File: config.mk
export PLATFORM = sky130hd
export DESIGN_NAME = cmd_sequencer_flat
export DESIGN_NICKNAME = d
export VERILOG_FILES = /design/src/rtl/cmd_sequencer_if.sv /design/src/rtl/cmd_sequencer.sv /design/src/flat_wrapper.sv
export SDC_FILE = /design/constraint.sdc
export NUM_CORES = 1
export LEC_CHECK = 0
export BUFFER_PORTS_ARGS = -buffer_cell sky130_fd_sc_hd__buf_2
export CAP_MARGIN = 20
export CORE_ASPECT_RATIO = 1.75
export CORE_MARGIN = 4
export CORE_UTILIZATION = 55
export DETAILED_ROUTE_END_ITERATION = 10
export GPL_TIMING_DRIVEN = 0
export PLACE_DENSITY = 0.84
export SYNTH_ARGS = -nofsm -noshare
export SYNTH_HDL_FRONTEND = slang
export SYNTH_SLANG_ARGS = --single-unit
File: constraint.sdc
create_clock -name clk -period 8.9 [get_ports clk]
set_input_delay 0.445 -clock clk [delete_from_list [all_inputs] [get_ports clk]]
set_output_delay 0.445 -clock clk [all_outputs]
set_load 0.05 [all_outputs]
File: src/rtl/cmd_sequencer_if.sv
// Signal bundle between cmd_sequencer, its host/debug loader and the RemoteComm responder.
// master = host + RemoteComm side, slave = the sequencer.
interface cmd_sequencer_if #(
    parameter int unsigned DEPTH = 16
);
    localparam int unsigned IDX_W = $clog2(DEPTH);

    // host / loader side
    logic             ld_en;
    logic [IDX_W-1:0] ld_addr;
    logic [15:0]      ld_data;
    logic [IDX_W:0]   num_cmds;
    logic             stop_on_err;
    logic             start;
    logic             busy;
    logic             done;
    logic             pass;
    logic [IDX_W:0]   fail_cnt;
    logic [IDX_W-1:0] err_idx;
    logic [1:0]       err_code;

    // RemoteComm side
    logic [15:0]      cmd;
    logic             snd_cmd;
    logic             cmd_snt;
    logic             resp_rdy;
    logic [7:0]       resp;

    modport master (
        output ld_en, ld_addr, ld_data, num_cmds, stop_on_err, start,
        output cmd_snt, resp_rdy, resp,
        input  busy, done, pass, fail_cnt, err_idx, err_code,
        input  cmd, snd_cmd
    );

    modport slave (
        input  ld_en, ld_addr, ld_data, num_cmds, stop_on_err, start,
        input  cmd_snt, resp_rdy, resp,
        output busy, done, pass, fail_cnt, err_idx, err_code,
        output cmd, snd_cmd
    );
endinterface

File: src/rtl/cmd_sequencer.sv
// Command-script player: issues a loaded list of 16-bit commands to RemoteComm,
// checks each response byte against POS_ACK with a per-command timeout.
module cmd_sequencer #(
    parameter int unsigned DEPTH   = 16,
    parameter int unsigned TMO_CYC = 1000000,
    parameter int unsigned TMO_W   = 24,
    parameter logic [7:0]  POS_ACK = 8'hA5
) (
    input logic            clk,
    input logic            rst_n,
    cmd_sequencer_if.slave sif
);
    localparam int unsigned IDX_W = $clog2(DEPTH);
    localparam int unsigned CNT_W = IDX_W + 1;

    localparam logic [CNT_W-1:0] DEPTH_C  = CNT_W'(DEPTH);
    localparam logic [CNT_W-1:0] CNT_MAX  = '1;
    localparam logic [TMO_W-1:0] TMO_LAST = TMO_W'(TMO_CYC - 1);

    localparam logic [1:0] ERR_NONE = 2'b00;
    localparam logic [1:0] ERR_NAK  = 2'b01;
    localparam logic [1:0] ERR_TMO  = 2'b10;

    typedef enum logic [2:0] {
        StIdle,
        StSend,
        StWaitSnt,
        StWaitResp,
        StNext,
        StFin
    } state_e;

    state_e           r_state, w_state_d;
    logic [15:0]      r_mem [DEPTH];
    logic [15:0]      r_cmd;
    logic [IDX_W-1:0] r_idx, w_idx_d;
    logic [CNT_W-1:0] r_num, w_num_d;
    logic             r_stop, w_stop_d;
    logic [TMO_W-1:0] r_tmo, w_tmo_d;
    logic [1:0]       r_cur_code, w_cur_code_d;
    logic [CNT_W-1:0] r_fail_cnt, w_fail_cnt_d;
    logic [IDX_W-1:0] r_err_idx, w_err_idx_d;
    logic [1:0]       r_err_code, w_err_code_d;
    logic             r_pass, w_pass_d;

    logic w_wr_en;
    logic w_tmo_hit;
    logic w_fail;
    logic w_last;

    assign w_wr_en   = sif.ld_en && (r_state == StIdle);
    assign w_tmo_hit = (r_tmo == TMO_LAST);
    assign w_fail    = (r_cur_code != ERR_NONE);
    assign w_last    = ({1'b0, r_idx} == (r_num - 1'b1));

    always_comb begin
        w_state_d    = r_state;
        w_idx_d      = r_idx;
        w_num_d      = r_num;
        w_stop_d     = r_stop;
        w_tmo_d      = r_tmo;
        w_cur_code_d = r_cur_code;
        w_fail_cnt_d = r_fail_cnt;
        w_err_idx_d  = r_err_idx;
        w_err_code_d = r_err_code;
        w_pass_d     = r_pass;

        unique case (r_state)
            StIdle: begin
                if (sif.start) begin
                    w_num_d      = (sif.num_cmds > DEPTH_C) ? DEPTH_C : sif.num_cmds;
                    w_stop_d     = sif.stop_on_err;
                    w_idx_d      = '0;
                    w_fail_cnt_d = '0;
                    w_err_idx_d  = '0;
                    w_err_code_d = ERR_NONE;
                    if (sif.num_cmds == '0) begin
                        w_pass_d  = 1'b1;
                        w_state_d = StFin;
                    end else begin
                        w_pass_d  = 1'b0;
                        w_state_d = StSend;
                    end
                end
            end

            StSend: begin
                w_tmo_d      = '0;
                w_cur_code_d = ERR_NONE;
                w_state_d    = StWaitSnt;
            end

            // A response may overtake cmd_snt; it also beats a same-cycle timeout.
            StWaitSnt, StWaitResp: begin
                w_tmo_d = r_tmo + 1'b1;
                if (sif.resp_rdy) begin
                    w_cur_code_d = (sif.resp == POS_ACK) ? ERR_NONE : ERR_NAK;
                    w_state_d    = StNext;
                end else if (w_tmo_hit) begin
                    w_cur_code_d = ERR_TMO;
                    w_state_d    = StNext;
                end else if ((r_state == StWaitSnt) && sif.cmd_snt) begin
                    w_state_d = StWaitResp;
                end
            end

            StNext: begin
                if (w_fail) begin
                    if (r_fail_cnt != CNT_MAX) begin
                        w_fail_cnt_d = r_fail_cnt + 1'b1;
                    end
                    if (r_fail_cnt == '0) begin
                        w_err_idx_d  = r_idx;
                        w_err_code_d = r_cur_code;
                    end
                end
                if ((w_fail && r_stop) || w_last) begin
                    w_pass_d  = !w_fail && (r_fail_cnt == '0);
                    w_state_d = StFin;
                end else begin
                    w_idx_d   = r_idx + 1'b1;
                    w_state_d = StSend;
                end
            end

            StFin: begin
                w_state_d = StIdle;
            end

            default: begin
                w_state_d = StIdle;
            end
        endcase
    end

    always_ff @(posedge clk or negedge rst_n) begin
        if (!rst_n) begin
            r_state    <= StIdle;
            r_cmd      <= '0;
            r_idx      <= '0;
            r_num      <= '0;
            r_stop     <= 1'b0;
            r_tmo      <= '0;
            r_cur_code <= ERR_NONE;
            r_fail_cnt <= '0;
            r_err_idx  <= '0;
            r_err_code <= ERR_NONE;
            r_pass     <= 1'b0;
        end else begin
            r_state    <= w_state_d;
            r_idx      <= w_idx_d;
            r_num      <= w_num_d;
            r_stop     <= w_stop_d;
            r_tmo      <= w_tmo_d;
            r_cur_code <= w_cur_code_d;
            r_fail_cnt <= w_fail_cnt_d;
            r_err_idx  <= w_err_idx_d;
            r_err_code <= w_err_code_d;
            r_pass     <= w_pass_d;
            if (r_state == StSend) begin
                r_cmd <= r_mem[r_idx];
            end
        end
    end

    // Script memory survives reset so a run can be replayed after an abort.
    always_ff @(posedge clk) begin
        if (w_wr_en) begin
            r_mem[sif.ld_addr] <= sif.ld_data;
        end
    end

    assign sif.cmd      = (r_state == StSend) ? r_mem[r_idx] : r_cmd;
    assign sif.snd_cmd  = (r_state == StSend);
    assign sif.busy     = (r_state != StIdle);
    assign sif.done     = (r_state == StFin);
    assign sif.pass     = r_pass;
    assign sif.fail_cnt = r_fail_cnt;
    assign sif.err_idx  = r_err_idx;
    assign sif.err_code = r_err_code;

endmodule

File: src/flat_wrapper.sv
// flat-port wrapper written by rule: the top's interface ports become plain ports
module cmd_sequencer_flat 
#(
    parameter int unsigned DEPTH   = 16,
    parameter int unsigned TMO_CYC = 1000000,
    parameter int unsigned TMO_W   = 24,
    parameter logic [7:0]  POS_ACK = 8'hA5
)
  (clk, rst_n, sif_ld_en, sif_ld_addr, sif_ld_data, sif_num_cmds, sif_stop_on_err, sif_start, sif_cmd_snt, sif_resp_rdy, sif_resp, sif_busy, sif_done, sif_pass, sif_fail_cnt, sif_err_idx, sif_err_code, sif_cmd, sif_snd_cmd);
  cmd_sequencer_if #(.DEPTH(DEPTH)) sif_i ();
  input logic clk;
  input logic rst_n;
  input wire logic [$bits(sif_i.ld_en)-1:0] sif_ld_en;
  input wire logic [$bits(sif_i.ld_addr)-1:0] sif_ld_addr;
  input wire logic [$bits(sif_i.ld_data)-1:0] sif_ld_data;
  input wire logic [$bits(sif_i.num_cmds)-1:0] sif_num_cmds;
  input wire logic [$bits(sif_i.stop_on_err)-1:0] sif_stop_on_err;
  input wire logic [$bits(sif_i.start)-1:0] sif_start;
  input wire logic [$bits(sif_i.cmd_snt)-1:0] sif_cmd_snt;
  input wire logic [$bits(sif_i.resp_rdy)-1:0] sif_resp_rdy;
  input wire logic [$bits(sif_i.resp)-1:0] sif_resp;
  output wire logic [$bits(sif_i.busy)-1:0] sif_busy;
  output wire logic [$bits(sif_i.done)-1:0] sif_done;
  output wire logic [$bits(sif_i.pass)-1:0] sif_pass;
  output wire logic [$bits(sif_i.fail_cnt)-1:0] sif_fail_cnt;
  output wire logic [$bits(sif_i.err_idx)-1:0] sif_err_idx;
  output wire logic [$bits(sif_i.err_code)-1:0] sif_err_code;
  output wire logic [$bits(sif_i.cmd)-1:0] sif_cmd;
  output wire logic [$bits(sif_i.snd_cmd)-1:0] sif_snd_cmd;
  assign sif_i.ld_en = sif_ld_en;
  assign sif_i.ld_addr = sif_ld_addr;
  assign sif_i.ld_data = sif_ld_data;
  assign sif_i.num_cmds = sif_num_cmds;
  assign sif_i.stop_on_err = sif_stop_on_err;
  assign sif_i.start = sif_start;
  assign sif_i.cmd_snt = sif_cmd_snt;
  assign sif_i.resp_rdy = sif_resp_rdy;
  assign sif_i.resp = sif_resp;
  assign sif_busy = sif_i.busy;
  assign sif_done = sif_i.done;
  assign sif_pass = sif_i.pass;
  assign sif_fail_cnt = sif_i.fail_cnt;
  assign sif_err_idx = sif_i.err_idx;
  assign sif_err_code = sif_i.err_code;
  assign sif_cmd = sif_i.cmd;
  assign sif_snd_cmd = sif_i.snd_cmd;
  cmd_sequencer #(.DEPTH(DEPTH), .TMO_CYC(TMO_CYC), .TMO_W(TMO_W), .POS_ACK(POS_ACK)) u_core (.clk(clk), .rst_n(rst_n), .sif(sif_i));
endmodule
**Word level (Yosys, flattened, before mapping)**

Memory sizes are Yosys's and may differ from the RTL's.
Cells that the tools add are included.

- Memory bits (writable): 256
- Output and inout bits: 31
- Logic and storage cells: 89
- Bits in registers: 67
- Memories kept: 1

- Magnitude comparators: 1
- Add/subtract/negate cells: 4
- Reductions and logical operators: 21
- Multiplexer cells: 34
- Equal/unequal tests: 17

Memory list:

| name | words | width | rd ports | clocked after Yosys merged registers in | write ports | line | source |
|---|---|---|---|---|---|---|---|
| u_core.r_mem | 16 | 16 | 1 | 0 | 1 | cmd_sequencer.sv:34 | `logic [15:0] r_mem [DEPTH];` |

Operator list:

| cell | count |
|---|---|
| $pmux W24 S2 | 1 |
| $add A24 B1 Y24 const B | 1 |
| $eq A24 B20 Y1 const B | 1 |
| $mux W5 | 4 |
| $mux W3 | 6 |
| $mux W16 | 1 |
| $mux W4 | 4 |
| $pmux W4 S2 | 2 |
| $pmux W3 S4 | 1 |
| $logic_not A5 Y1 | 2 |
| $mux W2 | 5 |
| $pmux W5 S2 | 1 |
| $eq A8 B8 Y1 const B | 1 |
| $ne A2 B1 Y1 const B | 4 |
| $pmux W2 S2 | 2 |
| $reduce_and A4 Y1 | 2 |
| $eq A3 B2 Y1 const B | 2 |
| $eq A3 B3 Y1 const B | 2 |
| $mux W1 | 6 |
| $reduce_and A2 Y1 | 3 |
| $reduce_and A3 Y1 | 2 |
| $reduce_bool A2 Y1 | 3 |
| $add A5 B1 Y5 const B | 1 |
| $eq A4 B5 Y1 | 1 |
| other kinds (15) | 19 |

**Depth between registers and ports, before layout**

Gate-level depths: netlist of run 1.

- Word-level depth: 6
- Mapped depth: 8
- Gate-level depth less buffers: 7

**Worst setup path before layout of run 1**

Ideal clock, no wire load.

- Path type: flip-flop to flip-flop
- Start: reg u_core.r_state[2]
- End: mem u_core.r_mem[0][0] (enable)
- Stages on the path, launching flop included: 6
- Clock period less this slack: 3027 ps
- Data arrival time: 2618 ps
- Setup slack: 5873 ps
- Setup time: 409 ps
- Cells stage by stage: dfrtp_1 > clkbuf_1 > nor3_1 > nand2_1 > or3_1 > nor3_1

- Longest elaborated chain between the ends: 4

Ends and longest elaborated chain:

| element | line | source |
|---|---|---|
| from (decl) | cmd_sequencer.sv:33 | `state_e r_state, w_state_d;` |
| from (signal assigned) | cmd_sequencer.sv:138 | `r_state <= StIdle;` |
| from (signal assigned) | cmd_sequencer.sv:150 | `r_state <= w_state_d;` |
| $logic_not A3 Y1 | cmd_sequencer.sv:51 | `assign w_wr_en = sif.ld_en && (r_state == StIdle);` |
| $logic_and A1 B1 Y1 | cmd_sequencer.sv:51 |  |
| $mux W1 | cmd_sequencer.sv:168 | `if (w_wr_en) begin` |
| $mux W1 (not written as such) | cmd_sequencer.sv:169 | `r_mem[sif.ld_addr] <= sif.ld_data;` |
| to (decl) | cmd_sequencer.sv:34 |  |

No other way between the ends.

**Final worst setup path of run 1**

- Start: reg u_core.r_idx[1]
- End: out sif_cmd[2]

- Longest elaborated chain between the ends: 2

Ends and longest elaborated chain:

| element | line | source |
|---|---|---|
| from (decl) | cmd_sequencer.sv:36 | `logic [IDX_W-1:0] r_idx, w_idx_d;` |
| from (signal assigned) | cmd_sequencer.sv:151 | `r_idx <= w_idx_d;` |
| $mem_v2 Z16 W16 | -- |  |
| $mux W16 | cmd_sequencer.sv:173 | `assign sif.cmd = (r_state == StSend) ? r_mem[r_idx] : r_cmd;` |
| to (decl) | flat_wrapper.sv:28 | `output wire logic [$bits(sif_i.cmd)-1:0] sif_cmd;` |

No other way between the ends.

==> results of run 1 <==
-- worst max path at each step --
stage,from,end
2_1_floorplan,u_core.r_state[2]$_DFFE_PN0P_,u_core.r_mem[0][0]$_DFFE_PP_
3_3_place_gp,u_core.r_state[2]$_DFFE_PN0P_,u_core.r_mem[0][9]$_DFFE_PP_
3_5_place_dp,u_core.r_idx[1]$_DFFE_PN0P_,sif_cmd[7]
4_1_cts,u_core.r_idx[1]$_DFFE_PN0P_,sif_cmd[5]
5_1_grt,u_core.r_idx[1]$_DFFE_PN0P_,sif_cmd[14]
6_report,u_core.r_idx[1]$_DFFE_PN0P_,sif_cmd[2]
-- per-stage QoR --
| step | total power [mW] | std cells |
|---|---|---|
| global placement | 3.32 | 1117 |
| CTS | 4.60 | 1188 |
| global route | 4.77 | 1191 |
| floorplan | 2.95 | 743 |
| detailed placement | 3.37 | 1134 |
| finish | 4.59 | 1191 |
-- what timing repair did --
action,in CTS,in global routing
hold endpoints to repair,67,0
hold buffers,1,0
setup endpoints to repair,0,0
setup buffers,0,0
-- cell usage after synthesis (2+ instances only) --
cell	count	area share
nor3_1	14	0.0053
mux4_2	77	0.13
buf_2	8	0.0030
nand2_1	56	0.016
o41ai_1	2	0.0013
ha_1	6	0.0057
mux4_1	3	0.0060
xnor2_1	3	0.0020
mux2i_1	3	0.0023
nand3_1	19	0.0072
xor2_1	4	0.0027
a32o_1	2	0.0015
buf_8	2	0.0023
nand3b_1	2	0.0011
o21a_1	4	0.0023
nor2_1	36	0.010
dfrtp_1	67	0.13
o31ai_1	7	0.0040
mux2_2	18	0.015
nor4bb_1	2	0.0015
or4_1	2	0.0011
nor4_1	3	0.0014
o22ai_1	3	0.0014
a21oi_1	6	0.0023
inv_1	10	0.0028
and2_1	4	0.0019
nor4b_1	2	0.0013
and3_1	6	0.0028
a41oi_1	4	0.0027
a31oi_1	8	0.0038
edfxtp_1	256	0.58
or3_1	2	0.00095
nand4_1	6	0.0028
clkbuf_1	24	0.0068
and4_1	2	0.0013
mux2_4	2	0.0023
nor3b_1	2	0.0011
o21ai_0	40	0.015
a22o_1	3	0.0020
nand2b_1	8	0.0038
o211ai_1	2	0.0011
-- power by group through the flow --
stage	Sequential, mW	Combinational, mW	Clock (mW)
global placement	1.80	1.51	0
global route	1.79	1.67	1.31
CTS	1.78	1.57	1.25
floorplan	1.82	1.12	0
detailed placement	1.81	1.56	0
finish	1.78	1.58	1.23
-- state kept, by name, summed over array words and instances, names as in the netlist --
register,count
u_core.r_idx,4
u_core.sif.err_idx,4
u_core.r_mem,256
u_core.r_num,5
u_core.r_cmd,16
u_core.sif.fail_cnt,5
u_core.r_cur_code,2
u_core.sif.err_code,2
u_core.r_stop,1
u_core.r_tmo,24
u_core.r_state,3
u_core.sif.pass,1
-- per-layer routing --
| metal | vias up | routed length [um] | track usage |
|---|---|---|---|
| met5 | - | 16 | 0 |
| li1 | 3221 | - | - |
| met1 | 3788 | 10800 | 0.279 |
| met2 | 380 | 17100 | 0.439 |
| met4 | 2 | 828 | 0.0763 |
| met3 | 68 | 2020 | 0.0338 |
-- layout make-up --
type | count | area (um^2)
Timing Repair Buffer | 91 | 722
Clock buffer | 34 | 785
Buffer | 36 | 191
Sequential cell | 323 | 9360
Clock inverter | 19 | 168
Inverter | 10 | 37.5
Fill cell | 1590 | 8210
Tap cell | 304 | 380
Multi-Input combinational cell | 374 | 3660
-- logic make-up after synthesis --
group                    count (synthesis)  share of synthesized area
multiplexers                           103                      0.157
AND/OR/NAND/NOR                        173                     0.0646
XOR/XNOR                                 8                    0.00635
adder cells (fa/ha/maj)                  6                    0.00569
buffers and inverters                   46                     0.0173
flip-flops                             323                      0.709
AO/OA/AOI/OAI                           84                     0.0395
-- worst register-to-register path: cells and delay by family, from the launching register on --
family        cells  cell delay, ps
simple gates      4            1910
buf+inv           3             790
flops             1             360
==> metrics, run 1 <==
initial antenna violation count 1; net switching power figure approximately 1.6 mW; most common cell after layout, fill and taps aside edfxtp_1; clk root buf clkbuf_16; worst relative slew slack 0.342; reg2reg setup slack around 5500 ps; Yosys warning total 0; synthesized netlist net count around 790; clock power share 0.268; Cells after Synth 743; Hold Vio Cnt, Final 0; most frequent cells in the layout edfxtp_1 (256), buf_2 (78), mux4_2 (77), dfrtp_1 (67), nand2_1 (56); Buf/Inv on CP 4; Max Buffers Root-to-Sink 3; RR Startpoint u_core.r_state[2]$_DFFE_PN0P_; Yosys reg bits 323; FFs w/ async S/R, synth 0.207; power density over the cells 300 nW/um^2; post-route setup slack 4750 ps; layout cells sized above 1 0.302; Crit Path Max Fanout 10; Seq/Total Area, Yosys 0.709; EDFF count, synth 256; Worst Skew 18.4 ps; Clock Pin Slew Worst Setup and Hold Paths 70 ps; largest net degree at the start of global routing 64; final setup fails 0; TritonCTS buffer count 29; # DRC 0; DIE WIDTH roughly 130 um; hold slack 119 ps; Hold Crit Class in -> reg; Placed Area 14,300 um^2; number of global-route vias before repair about 7,600; Iteration-0 DRC Markers approximately 940; Max Slew Vio Count 0; Final nets 911; internal power 3.00 mW; Yosys cell types 54; WS Path Type reg -> out; CTS tree done; Synth Flop Type edfxtp_1; worst hold path stage count 2; vias per inst 6.26; Sw Ratio 0.346; die area ~27,000 um^2; Req. time, crit path ~8500 ps; worst r2r dst u_core.r_mem[0][8]$_DFFE_PP_; Post-Route Utilization 0.651; total stage count of the critical path 7; CTS resizes 0; I/O Pins 71; Post-DP HPWL around 20,000 um; site row count 74; WL/cell 25.8 um; Post-Synthesis Cell Area 13,200 um^2; Comb pwr share 0.344; 1st-pass router iterations 8; final WL 30,700 um; startpoint class of the critical path register; peak supply drop 0.000263 V; IO Port Bufs 70; Slowest-stage cell, CP clkbuf_1; Leak ~5.2 nW; post-route cell area 15,300 um^2; all-layer global routing usage 0.235; Tcrit/Tclk final 0.466; CORE AREA roughly 24,000 um^2; worst-case reg-to-reg path depth 7; first-pass GRT wire length 46,400 um; die span in y 213 um; Worst path top cell family by delay buffers and inverters; n_diodes 0; biggest cell delay along the critical path 700 ps; gr ovfl total 0; CP Capture Type output port; setup TNS 0 ps; RSZ-0062 raised after global routing false; post-route ant nets 0; Final min period 4150 ps; Max Fclk 241 MHz; status completed; GP Congestion 0.920; Worst Path Arrival 3700 ps; H-tree level count 1; worst min-delay path startpoint sif_stop_on_err; Sink Count 323; Worst Tran Pin Value between 900 and 1000 ps; Via Count 7,459; Initial Utilization 0.561; Reg power frac 0.388; Max-cap violations 0; Setup WS pre-CTS 5380 ps; Worst-Skew Late Latency 560 ps; synthesized area per cell 17.8 um^2; Area Overhead vs Synth 15.9%; crit path cell chain clkbuf_1, buf_2, clkbuf_1, mux4_2, mux4_2, mux2_2, buf_2; worst hold endpoint u_core.r_stop$_DFFE_PN0P_
(Power assumes the default switching activity.)
==> run 2, diff against run 1 <==
--- a/config.mk
+++ b/config.mk
@@ -5,6 +5,7 @@
 export SDC_FILE = /design/constraint.sdc
 export NUM_CORES = 1
 export LEC_CHECK = 0
+export ABC_AREA = 1
 export BUFFER_PORTS_ARGS = -buffer_cell sky130_fd_sc_hd__buf_2
 export CAP_MARGIN = 20
 export CORE_ASPECT_RATIO = 1.75
==> constraint.sdc (replaced) <==
create_clock -name clk -period 4.2 [get_ports clk]
set_input_delay 0.21 -clock clk [delete_from_list [all_inputs] [get_ports clk]]
set_output_delay 0.21 -clock clk [all_outputs]
set_load 0.05 [all_outputs]
==> metrics, run 2 <==
CTS tree done; Leak 6.00 nW (+15%); Sw Ratio 0.352 (+0.00544); site row count 76 (+2.7%); Slowest-stage cell, CP o211ai_1; Clock Pin Slew Worst Setup and Hold Paths 70 ps (about the same); final std cells w/o fill 1,705 (+43%); peak supply drop 0.000301 V (+14%); Post-Synthesis Cell Area 13,700 um^2 (+3.9%); Placed Instances 1,643 (+45%); Iteration-0 DRC Markers 1,337 (+43%); layout cells sized above 1 0.142 (-0.160); FFs w/ async S/R, synth 0.207 (unchanged); CORE AREA 24,600 um^2 (+4.7%); most frequent cell after synthesis edfxtp_1; most frequent cells in the layout edfxtp_1 (256), nor2_1 (221), nand2_1 (185), o21ai_0 (145), buf_2 (103); Tcrit/Tclk final 0.787; Worst-Skew Late Latency 560 ps (about the same); Yosys cell types 40 (-26%); first-pass GRT wire length 60,500 um (+30%); Top reg by flops u_core.r_mem; Max-cap violations 0 (unchanged); Via Count 10,400 (+39%); all-layer global routing usage 0.292 (+0.0572); worst relative slew slack 0.319 (-0.0233); status completed; Filler Cells Inserted 1,813 (+14%); hold slack 57.6 ps (-61.2 ps); Post-synth top cells edfxtp_1 (256), nor2_1 (232), nand2_1 (185), o21ai_0 (145), nand3_1 (90); number of global-route vias before repair 10,200 (+35%); Setup WS pre-CTS 1430 ps (-3950 ps); final setup fails 0 (unchanged); 1st-pass router iterations 6 (-2); initial antenna violation count 0 (-1); net switching power figure 3.03 mW (+91%); Yosys reg bits 323 (unchanged); synth top area cells edfxtp_1 (56%), dfrtp_1 (12%), nor2_1 (6.3%); n_diodes 0 (unchanged); WL/cell 23.6 um (-8.6%); Hold Crit Class in -> reg; Final nets 1,417 (+56%); TritonCTS buffer count 28 (-3.4%); die span in y 217 um (+1.9%); Final min period 3310 ps; Worst Tran Pin Value 1020 ps (+39.2 ps); post-route ant nets 0 (unchanged); Synth Flop Type edfxtp_1; synthesized netlist net count 1,293 (+64%); final WL 40,200 um (+31%); synthesized area per cell 11.0 um^2 (-38%); post-route setup slack 894 ps (-3860 ps); WS Path Type reg -> out; most common cell after layout, fill and taps aside edfxtp_1; vias per inst 6.07 (-3.0%); Worst Path Arrival 3100 ps (-600 ps); DIE WIDTH 127 um (+1.8%); internal power 5.59 mW (+86%); Seq/Total Area, Yosys 0.682 (-0.0268); Max Slew Vio Count 0 (unchanged); die area 27,600 um^2 (+3.7%); crit path cell chain inv_2, buf_2, buf_4, o21ai_0, o211ai_1, nand3_1, nand2_1, nand2_1, nand2_1, buf_2; max reg flops 256 (unchanged); Worst Skew 11.0 ps (-7.37 ps); Sequential Area 9360 um^2 (unchanged); IO Port Bufs 70 (unchanged); largest area contributor in the netlist edfxtp_1; EDFF count, synth 256 (unchanged); Cells after Synth 1,247 (+68%); Yosys top cell area share 0.560 (-0.0220); H-tree level count 1 (unchanged); GP Congestion 1.01 (+9.9%); top flop regs u_core.r_mem (256), u_core.r_tmo (24), u_core.r_cmd (16); Max Fclk around 300 MHz; gr ovfl total 0 (unchanged); clock power share 0.292 (+0.024); clk root buf clkbuf_16; largest net degree at the start of global routing 68 (+6.3%); Post-CTS Setup Repair Bufs 0 (unchanged); CP Capture Type output port; Reg power frac 0.436 (+0.048); Area Overhead vs Synth 14.1%; Req. time, crit path 3990 ps (-4470 ps); setup TNS 0 ps (unchanged); # DRC 0 (unchanged); RSZ-0062 raised after global routing false; Sink Count 323 (unchanged); Hold Vio Cnt, Final 0 (unchanged); Post-DP HPWL 28,500 um (+41%); power density over the cells 551 nW/um^2 (+84%); Max Buffers Root-to-Sink 3 (unchanged); biggest cell delay along the critical path 540 ps (-160 ps); most used cell, CP nand2_1; I/O Pins 71 (unchanged); Initial Utilization 0.557 (-0.00424); Multi-input gate area 3800 um^2 (+4.0%); Yosys warning total 0 (unchanged); startpoint class of the critical path register; Comb pwr share 0.272 (-0.072); Crit Path Max Fanout 10 (unchanged)
-- run 2: cell count changes after synthesis, sizes merged, moves of 8 or more --
cell | previous run | this run
buf | 12 | 44
nand2 | 56 | 187
nand2b | 8 | 0
o221ai | 0 | 16
mux4 | 80 | 0
mux2 | 20 | 0
inv | 10 | 65
o21ai | 40 | 159
o211ai | 2 | 48
nor2 | 36 | 235
nand3 | 19 | 90
-- run 2: area by class of cell --
cell class,instances,share of cell area
Buffer,61,0.0213
Sequential cell,323,0.598
Tap cell,312,0.0249
Multi-Input combinational cell,798,0.243
Inverter,65,0.0157
Clock inverter,20,0.00943
Timing Repair Buffer,94,0.0407
Clock buffer,32,0.0471
-- run 2: cell families after synthesis --
group | synth area share
simple gates | 0.165
compound gates | 0.103
buf+inv | 0.0423
fa+ha+maj | 0.00547
xor+xnor | 0.00192
flops | 0.682
-- run 2: worst max-delay path, delay by kind of cell, from the launching register on --
kind	cells	cell delay [ps]
flip-flops	1	420
AND/OR/NAND/NOR	4	490
buffers and inverters	4	960
AO/OA/AOI/OAI	2	650
-- run 2: timing repair --
action	CTS	global route
endpoints found under the hold margin	76	0
hold buffers	10	0
gates resized for setup	0	0
-- run 2: layer usage --
metal | routed length [um] | part of all wire | track usage
met1 | 13100 | 0.33 | 0.323
met2 | 20400 | 0.51 | 0.505
met3 | 3350 | 0.083 | 0.0454
met4 | 3360 | 0.084 | 0.209
met5 | 0 | 0 | 0
-- run 2: power by group through the flow --
| stage | logic [mW] | registers [mW] | clock network [mW] |
|---|---|---|---|
| 6_report | 2.35 | 3.76 | 2.52 |
| 5_1_grt | 2.52 | 3.78 | 2.66 |
| 4_1_cts | 2.33 | 3.76 | 2.53 |
| 3_5_place_dp | 2.30 | 3.83 | 0 |
| 3_3_place_gp | 2.24 | 3.82 | 0 |
| 2_1_floorplan | 1.51 | 3.84 | 0 |
-- run 2: path summary, 6_finish.rpt --
check | from | end | slack (ps) | depth (start not counted)
min in group asynchronous | rst_n | u_core.sif.fail_cnt[3]$_DFFE_PN0P_ | 290 | 2
min reg2reg | u_core.r_cmd[3]$_DFF_PN0_ | u_core.r_cmd[3]$_DFF_PN0_ | 470 | 2
max | u_core.r_idx[1]$_DFFE_PN0P_ | sif_cmd[1] | 890 | 10
max reg2reg | u_core.r_state[1]$_DFFE_PN0P_ | u_core.r_mem[12][2]$_DFFE_PP_ | 1290 | 8
max in group asynchronous | rst_n | u_core.r_tmo[20]$_DFFE_PN0P_ | 3330 | 2
min | sif_cmd_snt | u_core.r_state[0]$_DFFE_PN0P_ | 60 | 5
-- run 2: per-stage QoR --
stage / instance area, um^2 / util / total power [mW]
after global routing: 15700 / 0.636 / 8.96
after detailed placement: 14700 / 0.596 / 6.13
after global placement: 14500 / 0.587 / 6.06
after CTS: 15700 / 0.636 / 8.61
after floorplan: 13700 / - / 5.36
final: 15700 / 0.636 / 8.62
==> run 3, diff against run 2 <==
==> constraint.sdc (replaced) <==
create_clock -name clk -period 3.4 [get_ports clk]
set_input_delay 0.17 -clock clk [delete_from_list [all_inputs] [get_ports clk]]
set_output_delay 0.17 -clock clk [all_outputs]
set_load 0.05 [all_outputs]
==> metrics, run 3 (synthesis results as in run 2) <==
status completed; GP Congestion 1.01 (unchanged); worst hold endpoint u_core.r_state[0]$_DFFE_PN0P_; Multi-input gate area 3800 um^2 (unchanged); Placed Instances 1,643 (unchanged); # DRC 0 (unchanged); I/O Pins 71 (unchanged); Post-Route Utilization 0.637 (+0.00122); most frequent cells in the layout edfxtp_1 (256), nor2_1 (221), nand2_1 (185), o21ai_0 (145), buf_2 (103); 1st-pass router iterations 6 (unchanged); number of global-route vias before repair 10,300 (+0.17%); site row count 76 (unchanged); WS Path Type reg -> out; initial antenna violation count 0 (unchanged); CTS tree done; Crit Path Max Fanout 10 (unchanged); largest net degree at the start of global routing 68 (unchanged); Leak 6.01 nW (about the same); Post-DP HPWL 28,500 um (unchanged); vias per inst 6.06 (-0.18%); Sequential Area 9360 um^2 (unchanged); final WL 40,400 um (+0.66%); worst r2r dst u_core.r_mem[12][2]$_DFFE_PP_; RR Startpoint u_core.r_state[1]$_DFFE_PN0P_; Via Count 10,400 (unchanged); worst hold path stage count 5 (unchanged); final setup fails 0 (unchanged); Max Slew Vio Count 0 (unchanged); WL/cell 23.7 um (+0.48%); gr ovfl total 0 (unchanged); post-route ant nets 0 (unchanged); die span in y 217 um (unchanged); Worst Path Arrival 3100 ps (about the same); final std cells w/o fill 1,708 (+0.18%); layout cells sized above 1 0.142 (-0.000305); peak supply drop 0.000369 V (+23%); H-tree level count 1 (unchanged); IO Port Bufs 70 (unchanged); CORE AREA 24,600 um^2 (unchanged); Iteration-0 DRC Markers 1,219 (-8.8%); startpoint class of the critical path register; Max-cap violations 0 (unchanged); Max Fclk 306 MHz; die area 27,600 um^2 (unchanged); TritonCTS buffer count 28 (unchanged); Hold Crit Class in -> reg; clk root buf clkbuf_16; reg2reg setup slack 530 ps (-760 ps); Hold Vio Cnt, Final 0 (unchanged); Filler Cells Inserted 1,810 (-0.17%); Clock Pin Slew Worst Setup and Hold Paths 70 ps (about the same); Req. time, crit path 3230 ps (-760 ps); Final min period between 3000 and 4000 ps; CTS resizes 0 (unchanged); setup TNS 0 ps (unchanged); Worst Tran Pin Value 1010 ps (-12.4 ps); most common cell after layout, fill and taps aside edfxtp_1; RSZ-0062 raised after global routing false; Worst-Skew Late Latency 560 ps (about the same); Worst Skew 11.3 ps (+0.313 ps); Tcrit/Tclk final 0.962; all-layer global routing usage 0.292 (+0.000579); DIE WIDTH 127 um (unchanged); power density over the cells 680 nW/um^2 (+23%); Sink Count 323 (unchanged); Top reg by flops u_core.r_mem; CP Capture Type output port; first-pass GRT wire length 60,600 um (+0.23%); Final nets 1,420 (+0.21%); worst relative slew slack 0.327 (+0.00825); worst min-delay path startpoint sif_cmd_snt; Max Buffers Root-to-Sink 3 (unchanged); top flop regs u_core.r_mem (256), u_core.r_tmo (24), u_core.r_cmd (16); n_diodes 0 (unchanged); worst-case reg-to-reg path depth 8 (unchanged); max reg flops 256 (unchanged); Area Overhead vs Synth 14.4%; Initial Utilization 0.557 (unchanged)
-- run 3: per-layer routing --
metal	global-route usage	wire (um)	part of all wire
met5	0	0	0
met1	0.322	13200	0.33
met2	0.505	20500	0.51
met4	0.209	3330	0.082
met3	0.0476	3420	0.084
-- run 3: worst max path at each step --
| stage | startpoint | end | slack, ps |
|---|---|---|---|
| after floorplan | u_core.r_state[1]$_DFFE_PN0P_ | u_core.r_mem[10][0]$_DFFE_PP_ | 1040 |
| after global placement | u_core.r_state[1]$_DFFE_PN0P_ | u_core.r_mem[6][14]$_DFFE_PP_ | 8 |
| after detailed placement | u_core.r_state[1]$_DFFE_PN0P_ | u_core.r_mem[12][3]$_DFFE_PP_ | 630 |
| after CTS | u_core.r_idx[1]$_DFFE_PN0P_ | sif_cmd[10] | 260 |
| after global routing | u_core.r_idx[1]$_DFFE_PN0P_ | sif_cmd[2] | 20 |
| final | u_core.r_idx[1]$_DFFE_PN0P_ | sif_cmd[2] | 130 |
-- run 3: repair_timing --
action / 4_1_cts / 5_1_grt
hold buffers: 13 / 0
setup buffers: 0 / 0
hold endpoints to repair: 77 / 0
-- run 3: layout make-up --
class,count,share of cell area
repair buffers,97,0.0425
multi-input cells,798,0.242
clock inverters,20,0.00941
well taps,312,0.0249
clock buffers,32,0.0470
plain buffers,61,0.0213
inverters,65,0.0157
flip-flops and latches,323,0.597
-- run 3: per-stage QoR --
step / cell area [um^2] / setup WS [ps] / hold WS (ps) / power [mW]
5_1_grt: 15700 / 19.1 / 37.9 / 11.1
3_3_place_gp: 14500 / 8.37 / 396 / 7.48
6_report: 15700 / 128 / 16.0 / 10.7
2_1_floorplan: 13700 / 1040 / -126 / 6.62
4_1_cts: 15700 / 262 / 6.98 / 10.6
3_5_place_dp: 14700 / 631 / 328 / 7.57
-- run 3: power breakdown --
part / internal (mW) / switching (mW) / leakage [nW]
Clock: 1.71 / 1.41 / 0.442
Combinational: 0.694 / 2.21 / 2.37
Sequential: 4.51 / 0.134 / 3.20
-- run 3: worst max-delay path: stages, from the launching register on --
cell and delay (ps):
dfrtp_1 420, inv_2 150, buf_2 270, buf_4 260, o21ai_0 120, o211ai_1 510, nand3_1 210, nand2_1 110
nand2_1 60, nand2_1 110, buf_2 290
